## config.mk

```make
export PLATFORM = sky130hd
export DESIGN_NAME = rf_write_arbiter
export DESIGN_NICKNAME = d
export VERILOG_FILES = /design/src/rtl/rf_arb_pkg.sv /design/src/rtl/rf_scoreboard.sv /design/src/rtl/rf_write_arbiter.sv
export SDC_FILE = /design/constraint.sdc
export NUM_CORES = 1
export LEC_CHECK = 0
export BUFFER_PORTS_ARGS = -buffer_cell sky130_fd_sc_hd__buf_2
export CORE_ASPECT_RATIO = 0.7
export CORE_MARGIN = 2
export CORE_UTILIZATION = 50
export CTS_BUF_LIST = sky130_fd_sc_hd__clkbuf_4 sky130_fd_sc_hd__clkbuf_8
export DETAILED_ROUTE_END_ITERATION = 7
export PLACE_DENSITY = 0.8
export SLEW_MARGIN = 10
export SYNTH_ARGS = -nofsm -noshare
export SYNTH_HDL_FRONTEND = slang
export SYNTH_SLANG_ARGS = --single-unit
```

## constraint.sdc

```tcl
create_clock -name CLK -period 3.2 [get_ports CLK]
set_input_delay 0.32 -clock CLK [delete_from_list [all_inputs] [get_ports CLK]]
set_output_delay 0.32 -clock CLK [all_outputs]
set_load 0.005 [all_outputs]
```

## src/rtl/rf_arb_pkg.sv

```systemverilog
// Shared types and constants for the register-file write arbiter.
// Imported by the arbiter top and its scoreboard.
package rf_arb_pkg;

    typedef logic [4:0]  regsel_t;
    typedef logic [31:0] word_t;

    typedef enum logic {
        PRIO0  = 1'b0,
        FORCE1 = 1'b1
    } arb_state_t;

    localparam int STARVE_W = 4;

endpackage

```

## src/rtl/rf_scoreboard.sv

```systemverilog
// Pending-destination bit vector for multicycle results.
// Register 0 is never pending; a same-cycle set beats a clear.
module rf_scoreboard
    import rf_arb_pkg::*;
#(
    parameter int NREG = 32,
    localparam int SW = $clog2(NREG)
) (
    input  logic          CLK,
    input  logic          nRST,
    input  logic          set_en_i,
    input  logic [SW-1:0] set_sel_i,
    input  logic          clr_en_i,
    input  logic [SW-1:0] clr_sel_i,
    input  logic [SW-1:0] rsel_a_i,
    input  logic [SW-1:0] rsel_b_i,
    output logic          hit_a_o,
    output logic          hit_b_o
);

    logic [NREG-1:0] pending_q;
    logic [NREG-1:0] pending_d;

    // Next pending vector: clear first so a set to the same bit wins
    always_comb begin
        pending_d = pending_q;
        if (clr_en_i) begin
            pending_d[clr_sel_i] = 1'b0;
        end
        if (set_en_i) begin
            pending_d[set_sel_i] = 1'b1;
        end
        pending_d[0] = 1'b0;
    end

    // Pending register
    always_ff @(posedge CLK or negedge nRST) begin
        if (!nRST) begin
            pending_q <= '0;
        end else begin
            pending_q <= pending_d;
        end
    end

    assign hit_a_o = pending_q[rsel_a_i];
    assign hit_b_o = pending_q[rsel_b_i];

endmodule

```

## src/rtl/rf_write_arbiter.sv

```systemverilog
// Shares the register-file write port between writeback and the
// multicycle unit, with starvation forcing and a pending scoreboard.
module rf_write_arbiter
    import rf_arb_pkg::*;
#(
    parameter int NREG       = 32,
    parameter int DW         = 32,
    parameter int STARVE_MAX = 4,
    localparam int SW = $clog2(NREG)
) (
    input  logic          CLK,
    input  logic          nRST,
    input  logic          req0_valid,
    output logic          req0_ready,
    input  logic [SW-1:0] req0_sel,
    input  logic [DW-1:0] req0_dat,
    input  logic          req1_valid,
    output logic          req1_ready,
    input  logic [SW-1:0] req1_sel,
    input  logic [DW-1:0] req1_dat,
    input  logic          issue_valid,
    input  logic [SW-1:0] issue_sel,
    input  logic [SW-1:0] rsel1,
    input  logic [SW-1:0] rsel2,
    output logic          stall,
    output logic          WEN,
    output logic [SW-1:0] wsel,
    output logic [DW-1:0] wdat
);

    localparam logic [STARVE_W-1:0] SMAX = STARVE_W'(STARVE_MAX);

    arb_state_t          state_q, state_d;
    logic [STARVE_W-1:0] cnt_q, cnt_d;
    logic                xfer0, xfer1;
    logic                wen_q;
    logic [SW-1:0]       wsel_q;
    logic [DW-1:0]       wdat_q;
    logic                hit1, hit2;

    // Ready signals depend only on state and req0_valid
    always_comb begin
        req0_ready = 1'b1;
        req1_ready = !req0_valid;
        if (state_q == FORCE1) begin
            req0_ready = 1'b0;
            req1_ready = 1'b1;
        end
    end

    assign xfer0 = req0_valid && req0_ready;
    assign xfer1 = req1_valid && req1_ready;

    // Starve count and arbitration state next values
    always_comb begin
        cnt_d   = cnt_q;
        state_d = state_q;
        if (xfer1 || !req1_valid) begin
            cnt_d = '0;
        end else if (cnt_q < SMAX) begin
            cnt_d = cnt_q + 1'b1;
        end
        unique case (state_q)
            PRIO0: begin
                if (cnt_d == SMAX) begin
                    state_d = FORCE1;
                end
            end
            FORCE1: begin
                if (xfer1 || !req1_valid) begin
                    state_d = PRIO0;
                end
            end
            default: state_d = PRIO0;
        endcase
    end

    // Arbitration FSM and starve counter registers
    always_ff @(posedge CLK or negedge nRST) begin
        if (!nRST) begin
            state_q <= PRIO0;
            cnt_q   <= '0;
        end else begin
            state_q <= state_d;
            cnt_q   <= cnt_d;
        end
    end

    // Registered write port; register 0 transfers but never writes
    always_ff @(posedge CLK or negedge nRST) begin
        if (!nRST) begin
            wen_q  <= 1'b0;
            wsel_q <= '0;
            wdat_q <= '0;
        end else if (xfer0) begin
            wen_q  <= |req0_sel;
            wsel_q <= req0_sel;
            wdat_q <= req0_dat;
        end else if (xfer1) begin
            wen_q  <= |req1_sel;
            wsel_q <= req1_sel;
            wdat_q <= req1_dat;
        end else begin
            wen_q  <= 1'b0;
        end
    end

    assign WEN  = wen_q;
    assign wsel = wsel_q;
    assign wdat = wdat_q;

    rf_scoreboard #(
        .NREG (NREG)
    ) u_sb (
        .CLK       (CLK),
        .nRST      (nRST),
        .set_en_i  (issue_valid),
        .set_sel_i (issue_sel),
        .clr_en_i  (xfer1),
        .clr_sel_i (req1_sel),
        .rsel_a_i  (rsel1),
        .rsel_b_i  (rsel2),
        .hit_a_o   (hit1),
        .hit_b_o   (hit2)
    );

    assign stall = hit1 | hit2;

endmodule
```

==> results of run 1 <==
==> layer usage <==
| layer | vias to the layer above | global-route usage, % | share of wire [%] | wire, microns |
|---|---|---|---|---|
| met5 | - | 0 | 0 | 0 |
| met4 | 0 | 5.38 | 1.2 | 126 |
| met3 | 18 | 7.74 | 9.6 | 991 |
| met2 | 194 | 39.8 | 46 | 4730 |
| met1 | 1656 | 37.4 | 43 | 4480 |
| li1 | 1592 | - | - | - |
==> registers in the layout, summed over array words and instances (netlist names) <==
name,count
WEN,1
u_sb.pending_q,31
wdat,32
cnt_q,4
wsel,5
state_q,1
==> worst register-to-register path, stage by stage, from the launching register on <==
cell	delay (ns)
dfrtp_1	0.42
nor2b_4	0.52
inv_1	0.22
nand4b_1	0.39
o21ai_0	0.19
o21ai_0	0.11
==> cells in the mapped netlist, types with 3 or more instances <==
cell | count | area share, %
mux2i_1 | 42 | 11
buf_2 | 3 | 0.39
o21ai_1 | 8 | 1.0
buf_1 | 3 | 0.29
clkbuf_1 | 14 | 1.4
nor2_1 | 9 | 0.88
nor2b_1 | 3 | 0.49
mux2_2 | 4 | 1.2
inv_1 | 7 | 0.69
mux4_2 | 9 | 5.3
dfrtp_1 | 74 | 48
a21oi_1 | 4 | 0.52
nand3b_1 | 8 | 1.6
o21ai_0 | 95 | 12
nand2_1 | 46 | 4.5
mux4_1 | 6 | 4.1
nand3_1 | 5 | 0.65
==> cell type report <==
class	instances	area [sq um]	share of cell area, %
clock buffers	9	124	2.58
flip-flops and latches	74	1850	38.5
well taps	98	123	2.55
repair buffers	137	693	14.4
inverters	7	26.3	0.546
multi-input cells	262	1870	38.8
clock inverters	7	125	2.60
==> kinds of logic after synthesis <==
family	Yosys count	share of synthesized area [%]
AOI/OAI and AO/OA	117	16.2
DFF	74	48.3
adders and majority gates	1	0.326
xor gates and xnor gates	1	0.229
muxes	61	21.5
buffers and inverters	29	3.17
and+or+nand+nor	82	10.3
==> layout by cell type, fill, tap and decap left out, types with 2 or more instances in the layout <==
cell type,count
a21oi_1,4
a221oi_1,2
a31oi_1,2
buf_2,134
buf_4,3
bufinv_16,3
clkbuf_8,9
clkinv_4,2
dfrtp_1,74
inv_1,7
inv_6,2
mux2_2,4
mux2i_1,42
mux4_1,6
mux4_2,9
nand2_1,46
nand3_1,5
nand3b_1,8
nand4b_1,2
nor2_1,9
nor2b_1,2
o21ai_0,95
o21ai_1,8
or3_1,2
or3b_2,2
==> worst max path at each step <==
stage,start,endpoint,slack [ns],cells after the start
floorplan,rsel2[0],stall,1.29,5
global placement,rsel1[0],stall,0.98,6
detailed placement,rsel1[0],stall,0.97,6
CTS,u_sb.pending_q[3],stall,0.84,5
global route,u_sb.pending_q[20],stall,0.65,6
finish,u_sb.pending_q[3],stall,0.84,5
==> power by group <==
part,internal (mW),leakage [nW],switching (mW),total (mW)
clock,0.526,0.124,0.369,0.895
sequential,1.08,0.896,0.122,1.20
combinational,0.270,1.27,0.244,0.514
==> results.yml, run 1 <==
floorplanning:
  die_y_microns: 77.3
  fp-row-count: 26
  coreArea_sq_um: 7350
  io-pin-count: 135
  die_x_microns: 109
  start_util_pct: 52.1
  dieArea_sq_um: 8390
yosys:
  ys.flop_type: "dfrtp_1"
  ys_seq_area_share_pct: 48.3
  async_flop_share_pct: 100
  synth_edf_count: 0
  synth_cells: 365
  synth_fp_nets: 460
  synth.distinct_cells: 37
  ys_ff_latch: 74
  yosysWarnings: 0
  avgSynthCellArea_sq_um: 10.5
  syn_area_sq_um: 3830
worst_setup_path:
  crit_fanout: 3
  crit_family: "multiplexers"
  critPathLaunchType: "flop"
  crit_buf_inv: 1
  worst-endpoint-required_ns: 2.88
  critPathCaptureType: "output port"
  arrival_ns: 2.04
  cpPeakStageDelay_ns: 0.50
  ff2ff_path_depth: 5
  crit_slowest_cell: "mux4_1"
  worstSetupPathType: "reg2out"
  worstReg2RegEnd: "u_sb.pending_q[10]"
  r2r-start: "state_q"
  cp_cell_sequence: "mux4_1, mux2_2, a211oi_2, o221ai_1, buf_2"
  rrSetupSlack_ns: 1.26
sta:
  skew_ns: 0.0105
  hold-worst-slack_ns: 0.167
  final_hold_viol_count: 0
  setup_viol: 0
  max_freq_mhz: 424
  timing.final.ws_setup_ns: 0.840
  setup_tns_ns: 0
  rsz0062_at_grt: "no"
  relSlewSlack_pct: 39.2
  tightest_slew_ns: 0.912
  finalMaxSlewViolations: 0
  finalCriticalPeriod_ns: 2.36
  fin_crit_sh_pct: 73.7
routing:
  drt_wl_total_microns: 10300
  drtIter0Drc: 306
  ant_nets: 0
  dr.pass1.iters: 5
  vias: 3460
  drcViolationCount: 0
  via_per_inst: 5.82
  post_drt_wl_per_cell_microns: 17.4
power:
  ir_worst_vdd_v: 0.000403
  p_per_area_nw_per_um2: 542
  p_leak_nw: 2.29
  power_mw: 2.61
layout:
  nets: 586
  antenna_cells: 0
  fill_cells: 609
  drive_above_1_share_pct: 34.3
  syn_to_final_growth_pct: 25.5
  instances_no_fill: 594
  postLayoutCoreUtil_pct: 65.4
  fin_area_sq_um: 4810
clocking:
  cts_root_buffer: "clkbuf_8"
  cts.sinks: 74
  path_clk_slew_ns: 0.08
  cts_resized: 0
  clk_latency_ns: 0.35
  holdBufCountCts: 0
  clockBufferDepth: 2
  h-tree-depth: 3
  cts_tree: "yes"
  cts_made_buffers: 9
  postCtsSetupBuffers: 0
worst_hold_path:
  hold_class: "in2async"
place:
  place_ws_ns: 0.971
  dpl.cell_count: 578
  io_buffers: 134
  place_congestion: 0.910
  dp_hpwl_microns: 7650
  place_area_sq_um: 4560
grt:
  grt_max_degree: 75
  grt_pass1_wl_microns: 16900
  antenna_found_initial: 0
  globalRouteTotalUtil_pct: 26.2
  grt-ovfl-total: 0
  grt_pass1_vias: 3376
flow_run:
  drv_cap: 0
status:
  status: "completed"
Note: power is estimated with default switching activity, not from simulation.
==> run 2, diff against run 1 <==
- CORE_UTILIZATION: 50 -> 47
- PLACE_DENSITY: 0.8 -> 0.79
- clock period: 3.2 -> 2.1 ns (I/O delays scaled with it)
==> results.yml, run 2 (same netlist as run 1, synthesis figures left out) <==
status:
  status: "complete, but fails checks"
  violations: "negative setup slack"
sta:
  finalCriticalPeriod_ns: 2.18
  rsz0062_at_grt: "yes"
  skew_ns: 0.00773
  fin_crit_sh_pct: 104
  finalMaxSlewViolations: 0
  setup_viol: 1
  timing.final.ws_setup_ns: -0.0815
  max_freq_mhz: 458
  tightest_slew_ns: 0.532
  relSlewSlack_pct: 64.4
  final_hold_viol_count: 0
layout:
  fin_area_sq_um: 4850
  final-seq-area_sq_um: 1850
  largest_reg_flops: 32
  antenna_cells: 0
  nets: 599
  instances_no_fill: 610
  drive_above_1_share_pct: 36.5
  multiInputGateArea_sq_um: 1870
  mostFrequentLayoutCell: "buf_2"
  mostFrequentLayoutCells: "buf_2, o21ai_0, dfrtp_1, nand2_1, mux2i_1"
  fill_cells: 670
  syn_to_final_growth_pct: 26.6
clocking:
  cts_made_buffers: 9
  cts_tree: "yes"
  cts.sinks: 74
  h-tree-depth: 3
  clockBufferDepth: 2
  path_clk_slew_ns: 0.08
  cts_root_buffer: "clkbuf_8"
  clk_latency_ns: 0.35
power:
  p_per_area_nw_per_um2: 762
  power_mw: 3.70
  clkPwrFrac_pct: 27.1
  p_seq_share_pct: 49.3
  p_int_mw: 2.55
  p_comb_share_pct: 23.6
  swShare_pct: 31.1
  p_leak_nw: 2.31
  switching_power_mw: 1.15
  ir_worst_vdd_v: 0.000482
routing:
  highest_layer: "met4"
  dr.pass1.iters: 5
  drt_wl_total_microns: 10700
  met2_length_microns: 4720
  post_drt_wl_per_cell_microns: 17.6
  vias: 3503
  wl_met1_microns: 4700
  drtIter0Drc: 218
  ant_nets: 0
  met3WireLength_microns: 973
  via_per_inst: 5.74
  drcViolationCount: 0
worst_setup_path:
  crit_buf_inv: 1
  worst-endpoint-required_ns: 1.89
  critPathCaptureType: "output port"
  ff2ff_path_depth: 5
  arrival_ns: 1.97
  crit_fanout: 3
  cp.depth: 5
  r2r-start: "state_q"
  cpPeakStageDelay_ns: 0.48
  crit_slowest_cell: "mux4_2"
  cp_cell_sequence: "mux4_2, mux2_4, a211oi_2, o221ai_1, buf_2"
  critPathLaunchType: "flop"
  crit_family: "multiplexers"
  worstSetupPathType: "reg2out"
  cp-startpoint: "u_sb.pending_q[7]"
grt:
  grt_pass1_wl_microns: 17500
  grt-ovfl-total: 0
  grt_max_degree: 75
  grt_pass1_vias: 3548
  antenna_found_initial: 0
  globalRouteTotalUtil_pct: 25.1
floorplanning:
  die_y_microns: 79.6
  start_util_pct: 48.7
  coreArea_sq_um: 7870
  dieArea_sq_um: 8900
  io-pin-count: 135
  die_x_microns: 112
  fp-row-count: 27
place:
  place_congestion: 0.888
  place_area_sq_um: 4600
  dp_hpwl_microns: 7760
  io_buffers: 134
  place_ws_ns: 0.0656
  dpl.cell_count: 584
worst_hold_path:
  hold_path.startpoint: "req0_dat[8]"
  hold_class: "in2reg"
  hold_path_depth: 3
flow_run:
  drv_cap: 0
run 2: cell types whose count changed in the layout (fill, tap and decap cells not counted), sizes merged:
| cell | delta |
|---|---|
| buf | +12 |
| clkinvlp | +1 |
| dlygate4sd3 | +1 |
| clkinv | +2 |
| bufinv | -3 |
run 2: metrics by stage:
step	utilization, %	setup TNS (ns)	hold WS [ns]
floorplan	-	0	-0.0856
global placement	58.4	0	0.263
detailed placement	58.4	0	0.266
CTS	61.6	-0.0854	0.0412
global route	61.6	-0.167	0.0435
finish	61.6	-0.0815	0.0519
run 2: metal layers:
metal	up-vias	track usage (%)
met3	31	7.59
met5	-	0
met1	1699	33.4
met4	0	11.6
li1	1612	-
met2	161	38.3
run 2: path summary, 6_finish.rpt:
kind,end,slack (ns)
worst max-delay path,stall,-0.08
min in group asynchronous,wdat[12],0.40
max in group asynchronous,wdat[27],1.37
worst max register to register,u_sb.pending_q[23],0.51
worst min-delay path,wdat[8],0.05
worst min register to register,u_sb.pending_q[7],0.55
run 2: area by class of cell:
| class | count | share of cell area [%] |
|---|---|---|
| Clock buffer | 9 | 2.55 |
| Clock inverter | 7 | 1.08 |
| Timing Repair Buffer | 150 | 16.6 |
| Tap cell | 101 | 2.60 |
| Sequential cell | 74 | 38.2 |
| Inverter | 7 | 0.542 |
| Multi-Input combinational cell | 262 | 38.4 |
run 2: worst reg2reg max path, stage by stage, from the launching register on:
cell and delay, ns:
dfrtp_1 0.39, nor2b_4 0.07, inv_1 0.12, nand4_1 0.46, o21ai_0 0.32, o21ai_0 0.11
run 2: timing repair:
action                                  4_1_cts  5_1_grt
endpoints found under the setup margin        1        1
hold buffers                                  1        0
hold endpoints to repair                     74        0
gates resized for setup                       6        0
setup buffers                                 9        0
pin swaps                                     2        0
gates cloned                                  0        0
run 2: power groups by stage:
stage,clock network (mW),registers (mW),logic [mW]
2_1_floorplan,0,1.77,0.483
3_3_place_gp,0,1.83,0.755
3_5_place_dp,0,1.84,0.784
4_1_cts,1.03,1.81,0.867
5_1_grt,1.09,1.84,0.972
6_report,1.00,1.82,0.873
==> run 3, diff against run 2 <==
- CAP_MARGIN: not set -> 25
- CORE_ASPECT_RATIO: 0.7 -> not set
==> results.yml, run 3 (same netlist as run 1, synthesis figures left out) <==
status:
  status: "complete, but fails checks"
  violations: "negative setup slack"
clocking:
  clockBufferDepth: 2
  cts_made_buffers: 9
  path_clk_slew_ns: 0.08
  cts_root_buffer: "clkbuf_8"
  cts_tree: "yes"
  clk_latency_ns: 0.35
  h-tree-depth: 3
  cts.sinks: 74
sta:
  relSlewSlack_pct: 60.6
  timing.final.ws_setup_ns: -0.0801
  finalMaxSlewViolations: 0
  max_freq_mhz: 459
  final_hold_viol_count: 0
  setup_viol: 1
  fin_crit_sh_pct: 104
  finalCriticalPeriod_ns: 2.18
  skew_ns: 0.00824
  rsz0062_at_grt: "yes"
  tightest_slew_ns: 0.591
worst_setup_path:
  critPathLaunchType: "flop"
  worstReg2RegEnd: "u_sb.pending_q[23]"
  rrSetupSlack_ns: 0.58
  ff2ff_path_depth: 5
  worstSetupPathType: "reg2out"
  worst-endpoint-required_ns: 1.89
  arrival_ns: 1.97
  crit_fanout: 3
  r2r-start: "state_q"
  critPathCaptureType: "output port"
power:
  clkPwrFrac_pct: 30.0
  power_mw: 3.75
  p_per_area_nw_per_um2: 774
  p_int_mw: 2.69
  p_leak_nw: 2.29
  p_seq_share_pct: 48.3
  swShare_pct: 28.3
  ir_worst_vdd_v: 0.000416
  switching_power_mw: 1.06
  p_comb_share_pct: 21.8
layout:
  multiInputGateArea_sq_um: 1860
  largest_reg_flops: 32
  drive_above_1_share_pct: 35.9
  fin_area_sq_um: 4840
  syn_to_final_growth_pct: 26.2
  antenna_cells: 0
  fill_cells: 660
  mostFrequentLayoutCells: "buf_2, o21ai_0, dfrtp_1, nand2_1, mux2i_1"
  final-seq-area_sq_um: 1850
  nets: 592
  instances_no_fill: 603
  mostFrequentLayoutCell: "buf_2"
floorplanning:
  io-pin-count: 135
  die_y_microns: 94.3
  fp-row-count: 32
  die_x_microns: 94.3
  dieArea_sq_um: 8890
  coreArea_sq_um: 7810
  start_util_pct: 49.1
worst_hold_path:
  hold_path.startpoint: "req0_dat[10]"
  hold_path_depth: 3
  whs_endpoint: "wdat[10]"
  hold_class: "in2reg"
grt:
  grt-ovfl-total: 0
  grt_max_degree: 46
  grt_pass1_wl_microns: 16000
  globalRouteTotalUtil_pct: 23.4
  antenna_found_initial: 0
  grt_pass1_vias: 3236
place:
  dpl.cell_count: 584
  place_congestion: 0.862
  dp_hpwl_microns: 7660
  io_buffers: 134
  place_area_sq_um: 4610
routing:
  vias: 3368
  drtIter0Drc: 129
  drt_wl_total_microns: 10000
  via_per_inst: 5.59
  dr.pass1.iters: 4
  ant_nets: 0
  post_drt_wl_per_cell_microns: 16.6
  drcViolationCount: 0
flow_run:
  drv_cap: 0
[run 3: worst max-delay path, stage by stage (launching register included)]
cell and delay (ns):
dfrtp_1 0.39, mux4_2 0.48, mux2_2 0.28, a211oi_2 0.20, o221ai_1 0.14, buf_2 0.14
[run 3: metal layers]
| layer | vias up | GRT usage [%] | wire length [microns] |
|---|---|---|---|
| met1 | 1624 | 30.3 | 4050 |
| li1 | 1601 | - | - |
| met4 | 0 | 5.80 | 102 |
| met2 | 132 | 39.6 | 5080 |
| met5 | - | 0 | 0 |
| met3 | 11 | 5.94 | 804 |
[run 3: worst max path at each step]
stage,startpoint,to,cells past startpoint
after floorplan,rsel2[0],stall,5
after global placement,rsel1[0],stall,6
after detailed placement,rsel1[0],stall,6
after CTS,u_sb.pending_q[7],stall,5
after global routing,u_sb.pending_q[28],stall,6
final,u_sb.pending_q[7],stall,5
[run 3: power groups by stage]
stage	Combinational (mW)	Sequential, mW	Clock, mW
after CTS	0.812	1.81	1.14
after floorplan	0.483	1.77	0
after detailed placement	0.788	1.83	0
after global placement	0.756	1.82	0
final	0.816	1.81	1.12
after global routing	0.909	1.84	1.19
[run 3: layout make-up]
class                      count  area share (%)
clock buffer                  11            3.13
multi-input combinational    262            38.5
timing repair buffer         143            15.8
inverter                       7           0.543
tap                          102            2.64
clock inverter                 4            1.06
sequential                    74            38.3
[run 3: stage by stage]
step                      TNS [ns]  utilization [%]  hold WS (ns)  setup slack [ns]
final                      -0.0801             62.0        0.0595           -0.0801
after global routing        -0.155             62.0        0.0549            -0.155
after CTS                  -0.0889             61.9        0.0551           -0.0889
after detailed placement         0             59.0         0.244            0.0582
after global placement           0             59.0         0.234            0.0989
after floorplan                  0                -       -0.0856             0.407
[run 3: what timing repair did]
| action | in CTS | in global routing |
|---|---|---|
| setup buffers | 2 | 1 |
| hold endpoints to repair | 23 | 0 |
| endpoints found under the setup margin | 1 | 1 |
| resized for setup | 5 | 2 |
| hold buffers | 1 | 0 |
| pin swaps | 1 | 1 |
